### config.mk
export PLATFORM = sky130hd
export DESIGN_NAME = decode_ctrl_pipe
export DESIGN_NICKNAME = d
export VERILOG_FILES = /design/src/rtl/decode_ctrl_pipe.sv
export SDC_FILE = /design/constraint.sdc
export NUM_CORES = 1
export LEC_CHECK = 0
export ABC_CLOCK_PERIOD_IN_PS = 5300
export BUFFER_PORTS_ARGS = -buffer_cell sky130_fd_sc_hd__buf_2
export CAP_MARGIN = 20
export CORE_AREA = 3 3 60 117
export DETAILED_ROUTE_END_ITERATION = 8
export DIE_AREA = 0 0 63 120
export HOLD_SLACK_MARGIN = 0.05
export SYNTH_ARGS = -nofsm -noshare
export SYNTH_HDL_FRONTEND = slang
export SYNTH_SLANG_ARGS = --single-unit
### constraint.sdc
create_clock -name clk -period 5.3 [get_ports clk]
set_clock_uncertainty 0.1 [all_clocks]
set_input_delay 0.265 -clock clk [delete_from_list [all_inputs] [get_ports clk]]
set_output_delay 0.265 -clock clk [all_outputs]
set_load 0.1 [all_outputs]
### src/rtl/decode_ctrl_pipe.sv
`timescale 1ns/1ps
// Registered RV32 control decoder feeding the ID/EX boundary.
// Also handles load-use stalls, flush bubbles and the multi-cycle MUL hold.
module decode_ctrl_pipe #(
    parameter int MUL_CYCLES = 4,
    parameter bit ENABLE_M   = 1'b1,
    parameter int ALUCTR_W   = 4
) (
    input  logic                clk,
    input  logic                rst_n,
    input  logic                in_valid,
    input  logic [31:0]         in_instr,
    output logic                in_ready,
    input  logic                flush,
    output logic                ex_valid,
    output logic                ex_reg_write,
    output logic                ex_alu_src1,
    output logic                ex_alu_src2,
    output logic                ex_pc_src,
    output logic                ex_not_zero,
    output logic                ex_pc_data_ctr,
    output logic                ex_mem_write,
    output logic                ex_mem_read,
    output logic                ex_mem_to_reg,
    output logic [ALUCTR_W-1:0] ex_alu_ctr,
    output logic [2:0]          ex_data_type,
    output logic [4:0]          ex_rd,
    output logic                illegal,
    output logic                mul_busy
);

    localparam int CNT_W = (MUL_CYCLES > 1) ? $clog2(MUL_CYCLES) : 1;
    localparam logic [CNT_W-1:0] MUL_HOLD = CNT_W'(MUL_CYCLES - 1);

    localparam logic [6:0] OP_REG    = 7'h33;
    localparam logic [6:0] OP_IMM    = 7'h13;
    localparam logic [6:0] OP_LOAD   = 7'h03;
    localparam logic [6:0] OP_STORE  = 7'h23;
    localparam logic [6:0] OP_BRANCH = 7'h63;
    localparam logic [6:0] OP_LUI    = 7'h37;
    localparam logic [6:0] OP_AUIPC  = 7'h17;
    localparam logic [6:0] OP_JAL    = 7'h6F;
    localparam logic [6:0] OP_JALR   = 7'h67;

    localparam logic [ALUCTR_W-1:0] ALU_ADD   = ALUCTR_W'(0);
    localparam logic [ALUCTR_W-1:0] ALU_SUB   = ALUCTR_W'(1);
    localparam logic [ALUCTR_W-1:0] ALU_AND   = ALUCTR_W'(2);
    localparam logic [ALUCTR_W-1:0] ALU_OR    = ALUCTR_W'(3);
    localparam logic [ALUCTR_W-1:0] ALU_XOR   = ALUCTR_W'(4);
    localparam logic [ALUCTR_W-1:0] ALU_SLT   = ALUCTR_W'(5);
    localparam logic [ALUCTR_W-1:0] ALU_SLTU  = ALUCTR_W'(6);
    localparam logic [ALUCTR_W-1:0] ALU_SRA   = ALUCTR_W'(7);
    localparam logic [ALUCTR_W-1:0] ALU_SRL   = ALUCTR_W'(8);
    localparam logic [ALUCTR_W-1:0] ALU_SLL   = ALUCTR_W'(9);
    localparam logic [ALUCTR_W-1:0] ALU_MUL   = ALUCTR_W'(10);
    localparam logic [ALUCTR_W-1:0] ALU_LUI   = ALUCTR_W'(11);
    localparam logic [ALUCTR_W-1:0] ALU_AUIPC = ALUCTR_W'(12);
    localparam logic [ALUCTR_W-1:0] ALU_JUMP  = ALUCTR_W'(13);

    localparam logic [2:0] DT_RIL    = 3'd0;
    localparam logic [2:0] DT_STORE  = 3'd1;
    localparam logic [2:0] DT_BRANCH = 3'd2;
    localparam logic [2:0] DT_JAL    = 3'd4;
    localparam logic [2:0] DT_UPPER  = 3'd5;
    localparam logic [2:0] DT_SHIFT  = 3'd6;

    typedef struct packed {
        logic                regWrite;
        logic                aluSrc1;
        logic                aluSrc2;
        logic                pcSrc;
        logic                notZero;
        logic                pcDataCtr;
        logic                memWrite;
        logic                memRead;
        logic                memToReg;
        logic [ALUCTR_W-1:0] aluCtr;
        logic [2:0]          dataType;
        logic [4:0]          rd;
    } ctrl_t;

    logic [6:0] opcode;
    logic [2:0] funct3;
    logic [6:0] funct7;
    logic [4:0] rs1;
    logic [4:0] rs2;
    logic [4:0] rd;

    assign opcode = in_instr[6:0];
    assign rd     = in_instr[11:7];
    assign funct3 = in_instr[14:12];
    assign rs1    = in_instr[19:15];
    assign rs2    = in_instr[24:20];
    assign funct7 = in_instr[31:25];

    ctrl_t      dec;
    logic       decErr;
    logic       useRs1;
    logic       useRs2;
    logic       isMul;

    ctrl_t      exCtrlQ;
    logic       exValidQ;
    logic       illegalQ;
    logic       mulBusyQ;
    logic [CNT_W-1:0] mulCnt;

    always_comb begin
        // NOTE: every decode output gets a default first so no path infers a latch.
        dec    = '0;
        decErr = 1'b0;
        useRs1 = 1'b0;
        useRs2 = 1'b0;
        isMul  = 1'b0;
        case (opcode)
            OP_REG: begin
                useRs1       = 1'b1;
                useRs2       = 1'b1;
                dec.regWrite = 1'b1;
                dec.rd       = rd;
                case (funct7)
                    7'h00: begin
                        case (funct3)
                            3'd0:    dec.aluCtr = ALU_ADD;
                            3'd1:    dec.aluCtr = ALU_SLL;
                            3'd2:    dec.aluCtr = ALU_SLT;
                            3'd3:    dec.aluCtr = ALU_SLTU;
                            3'd4:    dec.aluCtr = ALU_XOR;
                            3'd5:    dec.aluCtr = ALU_SRL;
                            3'd6:    dec.aluCtr = ALU_OR;
                            default: dec.aluCtr = ALU_AND;
                        endcase
                    end
                    7'h20: begin
                        if (funct3 == 3'd0)      dec.aluCtr = ALU_SUB;
                        else if (funct3 == 3'd5) dec.aluCtr = ALU_SRA;
                        else                     decErr     = 1'b1;
                    end
                    7'h01: begin
                        if (ENABLE_M && funct3 == 3'd0) begin
                            dec.aluCtr = ALU_MUL;
                            isMul      = 1'b1;
                        end else begin
                            decErr = 1'b1;
                        end
                    end
                    default: decErr = 1'b1;
                endcase
            end
            OP_IMM: begin
                useRs1       = 1'b1;
                dec.regWrite = 1'b1;
                dec.aluSrc2  = 1'b1;
                dec.rd       = rd;
                case (funct3)
                    3'd0: dec.aluCtr = ALU_ADD;
                    3'd2: dec.aluCtr = ALU_SLT;
                    3'd3: dec.aluCtr = ALU_SLTU;
                    3'd4: dec.aluCtr = ALU_XOR;
                    3'd6: dec.aluCtr = ALU_OR;
                    3'd7: dec.aluCtr = ALU_AND;
                    3'd1: begin
                        dec.dataType = DT_SHIFT;
                        if (funct7 == 7'h00) dec.aluCtr = ALU_SLL;
                        else                 decErr     = 1'b1;
                    end
                    default: begin
                        dec.dataType = DT_SHIFT;
                        if (funct7 == 7'h00)      dec.aluCtr = ALU_SRL;
                        else if (funct7 == 7'h20) dec.aluCtr = ALU_SRA;
                        else                      decErr     = 1'b1;
                    end
                endcase
            end
            OP_LOAD: begin
                useRs1       = 1'b1;
                dec.regWrite = 1'b1;
                dec.aluSrc2  = 1'b1;
                dec.memRead  = 1'b1;
                dec.memToReg = 1'b1;
                dec.aluCtr   = ALU_ADD;
                dec.rd       = rd;
                decErr       = (funct3 == 3'd3) || (funct3 == 3'd6) || (funct3 == 3'd7);
            end
            OP_STORE: begin
                useRs1       = 1'b1;
                useRs2       = 1'b1;
                dec.aluSrc2  = 1'b1;
                dec.memWrite = 1'b1;
                dec.aluCtr   = ALU_ADD;
                dec.dataType = DT_STORE;
                decErr       = (funct3 > 3'd2);
            end
            OP_BRANCH: begin
                useRs1       = 1'b1;
                useRs2       = 1'b1;
                dec.pcSrc    = 1'b1;
                dec.dataType = DT_BRANCH;
                // The ALU result is tested against zero; notZero picks the sense.
                case (funct3)
                    3'd0: begin dec.aluCtr = ALU_SUB;  dec.notZero = 1'b0; end
                    3'd1: begin dec.aluCtr = ALU_SUB;  dec.notZero = 1'b1; end
                    3'd4: begin dec.aluCtr = ALU_SLT;  dec.notZero = 1'b1; end
                    3'd5: begin dec.aluCtr = ALU_SLT;  dec.notZero = 1'b0; end
                    3'd6: begin dec.aluCtr = ALU_SLTU; dec.notZero = 1'b1; end
                    3'd7: begin dec.aluCtr = ALU_SLTU; dec.notZero = 1'b0; end
                    default: decErr = 1'b1;
                endcase
            end
            OP_LUI: begin
                dec.regWrite = 1'b1;
                dec.aluSrc2  = 1'b1;
                dec.aluCtr   = ALU_LUI;
                dec.dataType = DT_UPPER;
                dec.rd       = rd;
            end
            OP_AUIPC: begin
                dec.regWrite = 1'b1;
                dec.aluSrc1  = 1'b1;
                dec.aluSrc2  = 1'b1;
                dec.aluCtr   = ALU_AUIPC;
                dec.dataType = DT_UPPER;
                dec.rd       = rd;
            end
            OP_JAL: begin
                dec.regWrite = 1'b1;
                dec.aluSrc1  = 1'b1;
                dec.pcSrc    = 1'b1;
                dec.aluCtr   = ALU_JUMP;
                dec.dataType = DT_JAL;
                dec.rd       = rd;
            end
            OP_JALR: begin
                useRs1        = 1'b1;
                dec.regWrite  = 1'b1;
                dec.aluSrc1   = 1'b1;
                dec.pcSrc     = 1'b1;
                dec.pcDataCtr = 1'b1;
                dec.aluCtr    = ALU_JUMP;
                dec.dataType  = DT_RIL;
                dec.rd        = rd;
                decErr        = (funct3 != 3'd0);
            end
            default: decErr = 1'b1;
        endcase
    end

    logic holdActive;
    logic loadUse;
    logic accept;

    assign holdActive = (mulCnt != '0);
    assign loadUse    = exValidQ && exCtrlQ.memRead && (exCtrlQ.rd != 5'd0) &&
                        ((useRs1 && rs1 == exCtrlQ.rd) || (useRs2 && rs2 == exCtrlQ.rd));
    assign in_ready   = !flush && !holdActive && !loadUse;
    assign accept     = in_valid && in_ready;

    always_ff @(posedge clk or negedge rst_n) begin
        // NOTE: non-blocking so every register samples pre-edge values.
        if (!rst_n) begin
            exValidQ <= 1'b0;
            exCtrlQ  <= '0;
            illegalQ <= 1'b0;
            mulBusyQ <= 1'b0;
            mulCnt   <= '0;
        end else if (flush) begin
            exValidQ <= 1'b0;
            exCtrlQ  <= '0;
            illegalQ <= 1'b0;
            mulBusyQ <= 1'b0;
            mulCnt   <= '0;
        end else if (holdActive) begin
            illegalQ <= 1'b0;
            mulBusyQ <= (mulCnt != CNT_W'(1));
            mulCnt   <= mulCnt - CNT_W'(1);
        end else if (accept && !decErr) begin
            exValidQ <= 1'b1;
            exCtrlQ  <= dec;
            illegalQ <= 1'b0;
            mulBusyQ <= isMul && (MUL_HOLD != '0);
            mulCnt   <= isMul ? MUL_HOLD : '0;
        end else begin
            // Stall, idle or illegal accept: all leave a bubble behind.
            exValidQ <= 1'b0;
            exCtrlQ  <= '0;
            illegalQ <= accept && decErr;
            mulBusyQ <= 1'b0;
            mulCnt   <= '0;
        end
    end

    assign ex_valid       = exValidQ;
    assign ex_reg_write   = exCtrlQ.regWrite;
    assign ex_alu_src1    = exCtrlQ.aluSrc1;
    assign ex_alu_src2    = exCtrlQ.aluSrc2;
    assign ex_pc_src      = exCtrlQ.pcSrc;
    assign ex_not_zero    = exCtrlQ.notZero;
    assign ex_pc_data_ctr = exCtrlQ.pcDataCtr;
    assign ex_mem_write   = exCtrlQ.memWrite;
    assign ex_mem_read    = exCtrlQ.memRead;
    assign ex_mem_to_reg  = exCtrlQ.memToReg;
    assign ex_alu_ctr     = exCtrlQ.aluCtr;
    assign ex_data_type   = exCtrlQ.dataType;
    assign ex_rd          = exCtrlQ.rd;
    assign illegal        = illegalQ;
    assign mul_busy       = mulBusyQ;

endmodule

==> results of run 1 <==
-- kinds of logic after synthesis --
family / after synthesis / share of synthesized area
and+or+nand+nor: 104 / 0.286
AOI/OAI and AO/OA: 62 / 0.247
DFF: 25 / 0.344
buffers and inverters: 21 / 0.0537
xor gates and xnor gates: 12 / 0.0578
muxes: 2 / 0.0117
-- final cells by class --
class / instances / area [um2] / share of cell area
Sequential cell: 25 / 626 / 0.278
Timing Repair Buffer: 62 / 318 / 0.141
Clock buffer: 4 / 78.8 / 0.0351
Multi-Input combinational cell: 180 / 1090 / 0.487
Inverter: 6 / 22.5 / 0.0100
Tap cell: 86 / 108 / 0.0479
-- final timing paths --
check	startpoint	to	slack, ns	depth (start not counted)
setup / recovery	ex_rd[1]	in_ready	2.78	5
hold / removal	flush	mul_busy	0.12	2
setup reg to reg	ex_rd[1]	ex_reg_write	2.79	5
hold reg to reg	ex_reg_write	ex_reg_write	0.37	2
max in group asynchronous	rst_n	ex_rd[1]	4.29	2
min in group asynchronous	rst_n	ex_data_type[1]	0.44	2
-- critical path, cell delays in order, from the launching register on --
cell and delay [ns]:
sky130_fd_sc_hd__dfrtp_1 0.43, sky130_fd_sc_hd__or4_1 0.54, sky130_fd_sc_hd__o211ai_1 0.20, sky130_fd_sc_hd__a21o_1 0.18, sky130_fd_sc_hd__and2_1 0.13, sky130_fd_sc_hd__buf_2 0.42
-- registers in the layout, indices dropped and copies added (netlist names) --
signal,cells
ex_mem_read,1
ex_alu_ctr,4
ex_reg_write,1
ex_data_type,3
mul_busy,1
ex_alu_src1,1
ex_alu_src2,1
ex_not_zero,1
ex_rd,5
ex_valid,1
mulCnt,2
ex_pc_src,1
ex_mem_write,1
illegal,1
ex_pc_data_ctr,1
-- metrics by stage --
step / total power [mW] / hold WS, ns
6_report: 0.425 / 0.124
5_1_grt: 0.446 / 0.130
4_1_cts: 0.431 / 0.121
3_5_place_dp: 0.265 / 0.191
3_3_place_gp: 0.264 / 0.187
2_1_floorplan: 0.237 / -0.131
-- power by group --
part | switching (mW) | total, mW | internal (mW) | leakage (nW)
clock network | 0.0603 | 0.163 | 0.103 | 0.0382
registers | 0.000214 | 0.192 | 0.191 | 0.348
logic | 0.0465 | 0.0707 | 0.0242 | 0.633
total | 0.107 | 0.425 | 0.318 | 1.02
-- synthesized netlist by cell type (all sizes together) (3+ instances only) --
cell,count
clkbuf,12
nor2,22
a21oi,14
or3,3
xor2,9
dfrtp,25
inv,6
o21ai,28
nand3,5
nor4,3
nor3,10
buf,3
or4,3
nand2,38
xnor2,3
nand2b,5
-- per-layer routing --
layer / wire length (um) / part of all wire
met1: 1900 / 0.36
met2: 3110 / 0.59
met3: 165 / 0.031
met4: 117 / 0.022
met5: 0 / 0
==> metrics list, run 1 <==
* Cts-stage hold buffer count: 1
* Hold violation count in the final report: 0
- Minimum period implied by the final worst setup slack: 2.52 ns
- No sink is reached through more buffers than the 2 on the longest clock path.
- The area growth from synthesis to layout is 23.6%.
- The worst setup path is of the flop to output pin kind.
* Layer carrying the most global-route usage: met2
- The number of antenna diodes in the final layout is 0.
* Post-placement worst setup slack: 2.66 ns
* Proportion of netlist area held by the largest area contributor: 0.344
- Total wirelength of the detailed-routed design: 5300 um
* Max-cap violation count: 0
* Type of the most critical hold path: input port to flop
* Met2 global-route usage: 0.291
- Die height: 120 um
* Critical path capture point type: output pin
- DRT Pass-1 Iters: 4
- The detail route stage leaves a number of antenna-violating nets equal to 0.
* DR DRC count: 0
- Post-synthesis area per instance: 8.04 um2
- In this run, synthesis produced a sequential element count of 25.
* Number of flops mapped to enable cells by yosys: 0
- Initial cell density of the core: 0.288
* Root cell of the clock tree: sky130_fd_sc_hd__clkbuf_16
- Final number of max-transition violations: 0
- The core region is 6310 um2.
- Post-placement cell count: 358
- In the final timing run, aggregate negative setup slack is 0 ns.
- The die is 63 um wide.
- Vias in the first global route: 1871
* Most common cell after layout, fill and taps aside: sky130_fd_sc_hd__buf_2
* Post-synth net total: 262
* Cell area after synthesis: 1820 um2
- In the global route stage, met3 resource usage came out at 0.0150.
- Routability-driven placement finished with a final weighted congestion of 0.869.
* Achievable clock frequency: 397 MHz
- Setup violations remaining at the end of the flow were counted as 0.
- Input and output buffers added on the ports amount to 60.
- Met1 track demand over resource in global routing: 0.151
* Iteration-0 DRC count of the detailed router: 58
- After clock tree synthesis, the clock-pin slew on the worst setup and hold paths is 0.06 ns.
* Grt total ovfl: 0
- The share of the Yosys chip area taken by registers is 0.344.
- Of the cells placed in the final design, the portion with a size suffix greater than 1 is 0.329.
- Data on the critical path is required at its endpoint by 4.93 ns.
- Fill cell instance count of the final layout: 689
- The run finished with clean final reports.
- Pin count of the biggest net entering global routing: 26
- First-pass GRT wire length: 8920 um
* Vias/cell: 5.00
* Headroom to the max-slew limit: 0.532
* Worst ir drop on vdd: 0.101 mV
- The analysis attributes to cell leakage a power of 1.02 nW.
- Worst path setup slack after routing: 2.78 ns
* Synth async-reset ratio: 1.00
- Number of standard-cell rows in the floorplan: 41
- Post-layout util: 0.356
- Total Nets Final: 314
- For this design the top-level I/O count stands at 61.
* Final design area excluding fillers: 2250 um2
* Leading cell types in the layout, fill and taps excluded: sky130_fd_sc_hd__buf_2 (60), sky130_fd_sc_hd__nand2_1 (38), sky130_fd_sc_hd__dfrtp_1 (25), sky130_fd_sc_hd__nor2_1 (22), sky130_fd_sc_hd__o21ai_2 (19)
* Post-cts resize count: 0
- Data arrival at the endpoint of the critical path: 2.16 ns
- Setup repair after global routing left no endpoint under its margin.
- Clock sink count: 25
- Final cell count without fillers: 363
* Cell types occupying the most area after synthesis: sky130_fd_sc_hd__dfrtp_1 (34%), sky130_fd_sc_hd__o21ai_2 (9.2%), sky130_fd_sc_hd__nand2_1 (7.8%)
- Counting distinct cell types in the post-synthesis netlist gives 51.
- WL per Instance: 14.6 um
- CTS built an H-tree with a depth of 1.
- Clock latency on the worst-skew pair, taken at its later pin, is 0.25 ns.
- The largest total area in the synthesized netlist belongs to sky130_fd_sc_hd__dfrtp_1.
* Prevailing post-synth register cell: sky130_fd_sc_hd__dfrtp_1
- Of the available clock period, the critical path in the final layout requires 0.476.
* Largest fanout of any net on the critical path: 5
- Yosys printed 0 warnings.
- The number of setup buffers added after CTS is 0.
- The number of clock buffers added by TritonCTS is 3.
- Total half-perimeter wirelength after legalization and detailed placement: 4340 um
- Worst-Margin Slew: 0.696 ns
- The placed instances occupy a cell area of 2160 um2.
- The worst setup path is launched from a flop.
* Post-Synthesis Cells: 226
- The number of antenna violations at the first check in global routing is 0.
- Via count: 1816
- Global routing usage summed across all routing layers: 0.146
* Die footprint: 7560 um2
- Clock tree from TritonCTS: done
- For this design the ratio of total power to cell area is 189 nW/um2.
Power figures use the tool's default switching activity.
==> inputs of run 2 (changes only) <==
ABC_AREA = 1   (was not set)
ABC_CLOCK_PERIOD_IN_PS = 2200   (was 5300)
CORE_AREA = 3 3 59 116   (was 3 3 60 117)
DIE_AREA = 0 0 62 119   (was 0 0 63 120)
clock period = 2.2 ns   (was 5.3 ns; I/O delays follow)
==> run 2 against run 1 <==
  * Register-to-register slack got worse by 2.6 ns
  * Synthesized cell count rose by 22%
  * Power rose by 140%
  * Die area fell by 2.4%
  * Flip-flop and latch count did not move
  * Combinational power rose by 130%
  * Final area rose by 5.4%
  * Worst hold slack got worse by 0.0084 ns
  * First-iteration DRC count fell by 1.7%
  * Largest cell class unchanged
==> metrics list, run 2 <==
- After synthesis, the cell types taking the most area are sky130_fd_sc_hd__dfrtp_1 (35%), sky130_fd_sc_hd__nand2_1 (21%), sky130_fd_sc_hd__nor2_1 (6.7%).
* Hold violation count in the final report: 0 (unchanged)
- DR DRC count: 0 (unchanged)
* DRT Pass-1 Iters: 4 (unchanged)
- Clock sink count: 25 (unchanged)
* Share of layout cells above drive strength 1: 0.275 (-0.0532)
* Grt total ovfl: 0 (unchanged)
- The flip-flop and latch count after synthesis came to 25 (unchanged).
* Most common cell after layout, fill and taps aside: sky130_fd_sc_hd__nand2_1
- Category of the most critical setup path: flop to output pin
- The post-synthesis area per instance came to 6.50 um2 (-19%).
- The via count was 1955 (+7.7%).
* Data arrival at the endpoint of the critical path: 1.87 ns (-0.29 ns)
- Required time of the critical path: 1.99 ns (-2.94 ns)
* Static leakage: 1.29 nW (+27%)
- The worst setup path is launched from a flop.
* Final number of max-transition violations: 0 (unchanged)
- TritonCTS built the clock tree.
- The measured slew at the worst slew-check pin is 0.556 ns (-0.141 ns).
- CTS H-Tree Depth: 1 (unchanged)
* Post-Route Hold Slack: 0.116 ns (-0.00845 ns)
- Cell class contributing the biggest share of worst-path delay: buffers and inverters
- Number of flops mapped to enable cells by yosys: 0 (unchanged)
- The number of standard cells after synthesis is 276 (+22%).
- The number of global-route vias before repair came to 2027 (+8.3%).
- The largest net degree at the start of global routing is 26 (unchanged).
- # setup viols final: 0 (unchanged)
- The biggest area contributor in the post-synthesis netlist is sky130_fd_sc_hd__dfrtp_1.
- The die outline area came to 7380 um2 (-2.4%).
- Prevailing post-synth register cell: sky130_fd_sc_hd__dfrtp_1
- The path class of the tightest hold or removal check is input port to flop.
- The area growth from synthesis to layout is 32.0%.
- Number of standard-cell rows in the floorplan: 40 (-2.4%)
* Routability cong.: 0.841 (-3.2%)
- The HPWL after detailed placement was 4600 um (+6.0%).
* Most used standard cell by instance count after synthesis: sky130_fd_sc_hd__nand2_1
- The register area share after synthesis came to 0.349 (+0.00456).
* Synth Warn #: 0 (unchanged)
- The flow ran to the end, and the final reports show no timing, DRC or antenna violations.
- The wire length per cell after detailed routing was 12.6 um (-14%).
* Vias/cell: 4.56 (-8.9%)
- Number of buffers inserted by port buffering: 60 (unchanged)
- The overall routing resource usage came to 0.154 (+0.00739).
* Total clock buffers created by CTS: 3 (unchanged)
- Minimum period implied by the final worst setup slack: 2.08 ns
* Most numerous cell on the critical path: sky130_fd_sc_hd__inv_1
- The worst slew margin relative to its limit is 0.630 (+0.0980).
* Proportion of netlist area held by the largest area contributor: 0.349 (+0.00456)
- The number of antenna violations at the first check in global routing was 0 (unchanged).
- Achievable clock frequency: 480 MHz
* Die height: 119 um (-0.83%)
- Post-synth net total: 312 (+19%)
- Power density cells: 433 nW/um2 (+130%)
- By count the netlist is led by sky130_fd_sc_hd__nand2_1 (100), sky130_fd_sc_hd__nor2_1 (32), sky130_fd_sc_hd__inv_1 (29).
* Horizontal extent of the die: 62 um (-1.6%)
- Total power draw: 1.03 mW (+140%)
- # diodes: 0 (unchanged)
* Cell area after synthesis: 1790 um2 (-1.3%)
* Final period util: 0.946
- The first-iteration detailed-routing DRC count is 57 (-1.7%).
* RSZ-0062 raised after global routing: no
* Max stage delay cell, worst path: sky130_fd_sc_hd__dfrtp_4
- The flip-flop count of the largest register, all copies and words added is 5 (unchanged).
- Synth async-reset ratio: 1.00 (unchanged)
* Max-cap violation count: 0 (unchanged)
- The count of different cell masters after synthesis came to 28 (-45%).
- Clock tree buffer depth: 2 (unchanged)
- Final antenna-violating net count: 0 (unchanged)
* Sum of buffers and inverters on the critical path: 3 (+2)
- The cell count along the critical path came to 6 (+1).
- Worst r2r path cells: 9 (+4)
- The signal on the critical path passes through inv_1 > nand3_1 > o211ai_1 > inv_1 > a21oi_4 > buf_2.
- The worst-skew pair later-pin latency is 0.26 ns (about the same).
* First-pass GRT wire length: 8720 um (-2.2%)
- Hold path cells: 4 (+2)
- The clock slew seen by the registers of the worst setup and hold paths came to 0.06 ns (about the same).
* Largest fanout of any net on the critical path: 4 (-1)
* Total wirelength of the detailed-routed design: 5400 um (+2.0%)
- The number of inserted filler cells in the final layout is 680 (-1.3%).
- Worst ir drop on vdd: 0.243 mV (+140%)
- The count of nets after finishing came to 382 (+22%).
* Initial cell density of the core: 0.296 (+0.00816)
- The worst setup path is captured at an output pin.
* Slowest Stage Delay on Critical Path: 0.50 ns (-0.04 ns)
- The area of the core region is 6060 um2 (-4.0%).
* Root cell of the clock tree: sky130_fd_sc_hd__clkbuf_16
- The library cells used most frequently in the layout, excluding fill and tap cells, are sky130_fd_sc_hd__nand2_1 (100), sky130_fd_sc_hd__buf_2 (60), sky130_fd_sc_hd__nor2_1 (32), sky130_fd_sc_hd__inv_1 (29), sky130_fd_sc_hd__dfrtp_1 (19).
* Number of top-level design ports: 61 (unchanged)
[run 2: cell types whose count changed in the layout (fill, tap and decap cells not counted), sizes merged, moves of 5 or more]
cell | before | now
nor2 | 22 | 39
xor2 | 9 | 3
dlygate4sd3 | 1 | 8
nand2b | 5 | 0
a21oi | 14 | 7
o21ai | 28 | 19
inv | 6 | 34
nor3 | 10 | 3
nand2 | 38 | 104
nand3 | 5 | 23
[run 2: final cells by class]
class,count,area (um2),share of cell area
Tap cell,84,105,0.0444
Clock buffer,3,75.1,0.0317
Sequential cell,25,646,0.273
Inverter,34,128,0.0539
Timing Repair Buffer,69,388,0.164
Multi-Input combinational cell,213,1020,0.432
Clock inverter,1,5.00,0.00211
[run 2: logic make-up after synthesis]
kind of cell / Yosys count / synth area share
AOI/OAI and AO/OA: 29 / 0.0948
xor gates and xnor gates: 8 / 0.0391
buffers and inverters: 38 / 0.0900
DFF: 25 / 0.349
and+or+nand+nor: 176 / 0.427
[run 2: what timing repair did]
action	4_1_cts	5_1_grt
gates resized for setup	0	0
endpoints found under the hold margin	33	0
buffers inserted	0	0
hold buffers	8	0
[run 2: power breakdown]
group / switching [mW] / internal [mW]
Combinational: 0.107 / 0.0587
Clock: 0.153 / 0.245
Sequential: 0.000616 / 0.461
Total: 0.261 / 0.764
[run 2: worst paths after layout]
check,from,endpoint,slack (ns)
max in group asynchronous,rst_n,ex_rd[3],1.30
worst min register to register,ex_reg_write,ex_reg_write,0.39
worst max-delay path,ex_rd[3],in_ready,0.12
worst max register to register,ex_rd[3],ex_rd[2],0.21
worst min-delay path,in_instr[6],ex_mem_write,0.12
min in group asynchronous,rst_n,ex_data_type[2],0.27
[run 2: worst min-delay path: stages]
cell	delay [ns]
sky130_fd_sc_hd__buf_2	0.13
sky130_fd_sc_hd__nor2_1	0.08
sky130_fd_sc_hd__nand2_1	0.07
sky130_fd_sc_hd__nand2_1	0.04
[run 2: routing by layer]
layer	track usage	vias up	share of wire
li1	-	1007	-
met1	0.142	893	0.34
met2	0.306	47	0.61
met3	0.00868	8	0.030
met4	0.0677	0	0.027
met5	0	-	0
[run 2: through the flow]
stage	setup TNS [ns]	utilization	setup WS [ns]	instance area (um2)	instances
6_report	0	0.391	0.119	2370	429
5_1_grt	0	0.391	0.0254	2370	429
4_1_cts	0	0.391	0.109	2370	429
3_5_place_dp	0	0.365	0.214	2210	417
3_3_place_gp	0	0.365	0.254	2210	417
2_1_floorplan	-2.60	-	-0.171	1830	276
